[src/rtl/j1b_uart_pkg.sv]
// Shared definitions for the j1b UART receive path: FSM states, I/O map addresses
// and the default bit period.
package j1b_uart_pkg;

    typedef enum logic [2:0] {
        IDLE,
        START,
        DATA,
        STOP,
        WAIT_HIGH
    } rx_state_t;

    localparam logic [15:0] UART_RX_ADDR = 16'h1000;
    localparam logic [15:0] MISC_IN_ADDR = 16'h2000;

    localparam int unsigned DEFAULT_CLKS_PER_BIT = 104;

endpackage

[src/rtl/j1b_byte_fifo.sv]
// Synchronous first-word-fall-through byte FIFO. The head byte is read combinationally
// from the storage registers, so it only changes on clock edges.
module j1b_byte_fifo #(
    parameter int unsigned DEPTH = 16
) (
    input  logic                   clk_i,
    input  logic                   rst_ni,
    input  logic                   push_i,
    input  logic [7:0]             data_i,
    input  logic                   pop_i,
    output logic [7:0]             data_o,
    output logic                   full_o,
    output logic                   empty_o,
    output logic [$clog2(DEPTH):0] level_o
);

    localparam int unsigned AW = $clog2(DEPTH);
    localparam int unsigned LW = AW + 1;

    logic [7:0]    mem_q [DEPTH];
    logic [AW-1:0] rd_ptr_q;
    logic [AW-1:0] wr_ptr_q;
    logic [LW-1:0] level_q;
    logic          do_push;
    logic          do_pop;

    assign empty_o = (level_q == '0);
    assign full_o  = (level_q == LW'(DEPTH));

    // A pop frees the head slot during the same edge, so a full FIFO can still accept.
    assign do_pop  = pop_i & ~empty_o;
    assign do_push = push_i & (~full_o | do_pop);

    always_ff @(posedge clk_i or negedge rst_ni) begin
        if (!rst_ni) begin
            rd_ptr_q <= '0;
            wr_ptr_q <= '0;
            level_q  <= '0;
        end else begin
            if (do_push) wr_ptr_q <= wr_ptr_q + AW'(1);
            if (do_pop)  rd_ptr_q <= rd_ptr_q + AW'(1);
            case ({do_push, do_pop})
                2'b10:   level_q <= level_q + LW'(1);
                2'b01:   level_q <= level_q - LW'(1);
                default: ;
            endcase
        end
    end

    always_ff @(posedge clk_i) begin
        if (do_push) mem_q[wr_ptr_q] <= data_i;
    end

    assign data_o  = empty_o ? 8'h00 : mem_q[rd_ptr_q];
    assign level_o = level_q;

endmodule

[src/rtl/j1b_uart_rx.sv]
// 8N1 serial receiver for the j1b CPU UART read port, buffering received bytes in a
// FWFT FIFO whose head and non-empty status are presented to the CPU.
module j1b_uart_rx
    import j1b_uart_pkg::*;
#(
    parameter int unsigned CLKS_PER_BIT = DEFAULT_CLKS_PER_BIT,
    parameter int unsigned DEPTH        = 16
) (
    input  logic                   clk,
    input  logic                   resetq,
    input  logic                   rx,
    input  logic                   uart0_rd,
    output logic                   uart0_valid,
    output logic [7:0]             uart0_data,
    output logic [$clog2(DEPTH):0] rx_level,
    output logic                   overrun,
    output logic                   frame_err,
    input  logic                   err_clr
);

    localparam int unsigned CntW = $clog2(CLKS_PER_BIT);
    localparam logic [CntW-1:0] HalfCnt = CntW'(CLKS_PER_BIT / 2);
    localparam logic [CntW-1:0] LastCnt = CntW'(CLKS_PER_BIT - 1);

    logic [1:0]      sync_q;
    logic            rx_s;
    rx_state_t       state_q;
    logic [CntW-1:0] baud_q;
    logic [2:0]      bit_q;
    logic [7:0]      shift_q;
    logic            overrun_q;
    logic            frame_err_q;

    logic            stop_pt;
    logic            push_req;
    logic            frame_set;
    logic            ovr_set;
    logic            fifo_full;
    logic            fifo_empty;

    always_ff @(posedge clk or negedge resetq) begin
        if (!resetq) sync_q <= 2'b11;
        else         sync_q <= {sync_q[0], rx};
    end
    assign rx_s = sync_q[1];

    always_ff @(posedge clk or negedge resetq) begin
        if (!resetq) begin
            state_q <= IDLE;
            baud_q  <= '0;
            bit_q   <= '0;
            shift_q <= '0;
        end else begin
            baud_q <= baud_q + CntW'(1);
            case (state_q)
                IDLE: begin
                    baud_q <= '0;
                    if (!rx_s) state_q <= START;
                end
                START: begin
                    if (baud_q == HalfCnt) begin
                        baud_q  <= '0;
                        bit_q   <= '0;
                        state_q <= rx_s ? IDLE : DATA;
                    end
                end
                DATA: begin
                    if (baud_q == LastCnt) begin
                        baud_q  <= '0;
                        shift_q <= {rx_s, shift_q[7:1]};
                        bit_q   <= bit_q + 3'd1;
                        if (bit_q == 3'd7) state_q <= STOP;
                    end
                end
                STOP: begin
                    if (baud_q == LastCnt) begin
                        baud_q  <= '0;
                        state_q <= rx_s ? IDLE : WAIT_HIGH;
                    end
                end
                WAIT_HIGH: begin
                    baud_q <= '0;
                    if (rx_s) state_q <= IDLE;
                end
                default: state_q <= IDLE;
            endcase
        end
    end

    // The byte is written into the FIFO on the same edge that samples the stop bit.
    assign stop_pt   = (state_q == STOP) && (baud_q == LastCnt);
    assign push_req  = stop_pt & rx_s;
    assign frame_set = stop_pt & ~rx_s;
    assign ovr_set   = push_req & fifo_full & ~uart0_rd;

    always_ff @(posedge clk or negedge resetq) begin
        if (!resetq) begin
            overrun_q   <= 1'b0;
            frame_err_q <= 1'b0;
        end else begin
            overrun_q   <= ovr_set | (overrun_q & ~err_clr);
            frame_err_q <= frame_set | (frame_err_q & ~err_clr);
        end
    end

    j1b_byte_fifo #(
        .DEPTH (DEPTH)
    ) u_fifo (
        .clk_i   (clk),
        .rst_ni  (resetq),
        .push_i  (push_req),
        .data_i  (shift_q),
        .pop_i   (uart0_rd),
        .data_o  (uart0_data),
        .full_o  (fifo_full),
        .empty_o (fifo_empty),
        .level_o (rx_level)
    );

    assign uart0_valid = ~fifo_empty;
    assign overrun     = overrun_q;
    assign frame_err   = frame_err_q;

endmodule

[config.mk]
export PLATFORM = sky130hd
export DESIGN_NAME = j1b_uart_rx
export DESIGN_NICKNAME = d
export VERILOG_FILES = /design/src/rtl/j1b_uart_pkg.sv /design/src/rtl/j1b_byte_fifo.sv /design/src/rtl/j1b_uart_rx.sv
export SDC_FILE = /design/constraint.sdc
export NUM_CORES = 1
export LEC_CHECK = 0
export ABC_AREA = 1
export CELL_PAD_IN_SITES_DETAIL_PLACEMENT = 2
export CELL_PAD_IN_SITES_GLOBAL_PLACEMENT = 2
export CORE_MARGIN = 2
export CORE_UTILIZATION = 40
export CTS_CLUSTER_SIZE = 8
export DETAILED_ROUTE_END_ITERATION = 16
export MAX_ROUTING_LAYER = met4
export PLACE_DENSITY = 0.87
export SYNTH_ARGS = -nofsm -noshare
export SYNTH_HDL_FRONTEND = slang
export SYNTH_SLANG_ARGS = --single-unit
[constraint.sdc]
create_clock -name clk -period 5.3 [get_ports clk]
set_input_delay 1.59 -clock clk [delete_from_list [all_inputs] [get_ports clk]]
set_output_delay 1.59 -clock clk [all_outputs]
set_load 0.05 [all_outputs]
==> impl_metrics.toml <==
[synth]
ys_warn_count = 0
async_flop_share_pct = 22.9
synthTopCellsByArea = "edfxtp_1 53%, nand2_1 13%, dfrtp_1 12%"
synthesis.area_sq_um = 7220
synth-edff-count = 128
synth.top_cell.area_share_pct = 53.3
syn_nets = 711
synth-main-ff-cell = "edfxtp_1"
synth-seq-cells = 166
yosys.area.top_type = "edfxtp_1"
syn_area_per_cell_sq_um = 10.4
ys_seq_area_share_pct = 66.5
synth.distinct_cells = 31
synthesis.instances = 694

[clock_network]
cts-resized-gates = 0
cts.sinks = 166
clk_pin_slew_ps = 70
postCtsSetupRepairBufs = 0
cts_buffers = 17
holdBufCountCts = 0
htreeDepth = 4
cts_root_buffer = "clkbuf_16"
cts_buffer_depth = 2
cts_tree = "built"
insertion_delay_ps = 430

[drt]
wl_per_cell_um = 22.1
firstDrtPassIters = 4
ant_nets = 0
drt_iter0_markers = 375
drt_wl_total_um = 21100
drc_errors = 0
via_count = 5151
routed_via_density = 5.40

[flow_run]
cap_violations = 0

[global_routing]
grt_pass1_vias = 6002
grt_start_max_net_pins = 67
grt_pass1_wl_um = 34300
antenna_found_initial = 0
grt_use_total_pct = 24.2
gr-total-overflow = 0

[power_and_ir_drop]
power_density_nw_per_um2 = 484
p_clk_share_pct = 30.4
combPwrFrac_pct = 32.2
p_switching_mw = 1.50
swShare_pct = 38.0
ir_drop_uv = 349
p_leak_nw = 3.46
internal-power_mw = 2.45
seqPwrFrac_pct = 37.4
total_power_mw = 3.95

[floorplanning]
io_pins = 21
die_h_um = 138
initial_utilization_pct = 40.5
fp.dieW_um = 138
core_region_area_sq_um = 17800
row_count = 49
die_area_sq_um = 19100

[worst_setup_path]
cp_data_required_time_ps = 3710
worstSetupPathType = "flop to primary output"
start_kind = "flop"
crit_arrival_ps = 2950
critPathMaxFanout = 41
endpoint_kind = "primary output"

[timing]
maxSlewHeadroom_pct = 28.8
slew_viol_final = 0
fmax_mhz = 220
clock_skew_ps = 8.06
post-route-period-util_pct = 85.6
tns_ps = 0
worst_slew_pin_slew_ps = 1060
rsz0062_at_grt = "no"
period_needed_ps = 4540
final-hold-violation-count = 0
setup_viol = 0

[cells_and_area]
fillers = 1893
area_growth_pct = 12.9
layout-drive-gt1-share_pct = 7.86
diodes = 0
final_common_cell = "nand2_1"
finalNetCount = 729
layout_common_cells = "247 x nand2_1, 128 x edfxtp_1, 119 x nand3_1"

[place]
gp_congestion = 0.828
port_buffers = 20
hpwlAfterDp_um = 13900

[worst_hold_path]
hp-class = "flop to flop"

[status]
run_status = "finished clean"
cell usage after synthesis, drive strengths merged, types with 3 or more instances:
| cell type | instances |
|---|---|
| nand2 | 250 |
| edfxtp | 128 |
| nand3 | 119 |
| nor2 | 40 |
| inv | 39 |
| dfrtp | 36 |
| buf | 23 |
| o21ai | 15 |
| ha | 12 |
| a21oi | 9 |
| xor2 | 6 |
| clkbuf | 3 |
| nand3b | 3 |
registers in the layout, indices dropped and copies added, names as in the netlist:
register and cells:
u_fifo.mem_q 128, shift_q 8, baud_q 7, u_fifo.level_o 5, u_fifo.rd_ptr_q 4, u_fifo.wr_ptr_q 4, bit_q 3, state_q 3
sync_q 2, frame_err 1, overrun 1
path summary, 6_finish.rpt:
path,startpoint,endpoint,slack [ps],cells past startpoint
setup / recovery,u_fifo.rd_ptr_q[0],uart0_data[7],760,9
hold / removal,sync_q[0],sync_q[1],360,0
setup reg to reg,u_fifo.level_o[0],u_fifo.level_o[4],2500,17
hold reg to reg,sync_q[0],sync_q[1],360,0
max in group asynchronous,resetq,u_fifo.rd_ptr_q[0],3350,1
min in group asynchronous,resetq,u_fifo.level_o[2],1290,1
layout make-up:
type	instances	area, sq um	share of cell area (%)
Timing Repair Buffer	25	218	2.67
Multi-Input combinational cell	461	2130	26.1
Sequential cell	166	4800	58.9
Inverter	41	154	1.89
Clock inverter	14	136	1.67
Tap cell	229	287	3.51
Clock buffer	18	429	5.26
per-layer routing:
layer	up-vias	part of all wire (%)	wire (um)	global-route usage, %
met1	2652	41	8710	28.2
met4	0	2.0	420	8.16
met2	101	54	11300	42.6
met3	28	3.1	648	4.12
li1	2370	-	-	-
met5	-	0	0	-
logic make-up (layout without fill, tap and decap cells):
group	after synthesis	count (layout)	synth area share (%)
and+or+nand+nor	415	415	24.6
DFF	166	166	66.5
buffers and inverters	67	98	4.04
xor gates and xnor gates	7	7	0.849
adders and majority gates	12	12	2.08
AOI/OAI and AO/OA	27	27	2.01
critical path, cell delays in order, from the launching register on:
cell and delay, ps:
dfrtp_2 380, clkinv_1 610, buf_4 560, nand2_1 140, nand3_1 110, nand3_1 170
nand2_1 120, nand2_1 90, a21oi_1 90, buf_4 210
power groups by stage:
stage	combinational (mW)	clock, mW	sequential, mW
floorplan	0.825	0	1.55
global route	1.39	1.27	1.48
CTS	1.29	1.22	1.47
finish	1.27	1.20	1.47
detailed placement	1.27	0	1.50
global placement	1.21	0	1.49
per-stage QoR:
step                worst slack, ps  hold WS [ps]  util, %  cells  cell area, sq um
finish                          764           364     45.7    954              8150
global route                    547           365     45.7    954              8150
CTS                             700           364     45.7    954              8150
detailed placement             1240           355     42.5    922              7590
global placement               1400           347     42.5    922              7590
floorplan                      1890           345        -    694              7220
Power figures use the tool's default switching activity.
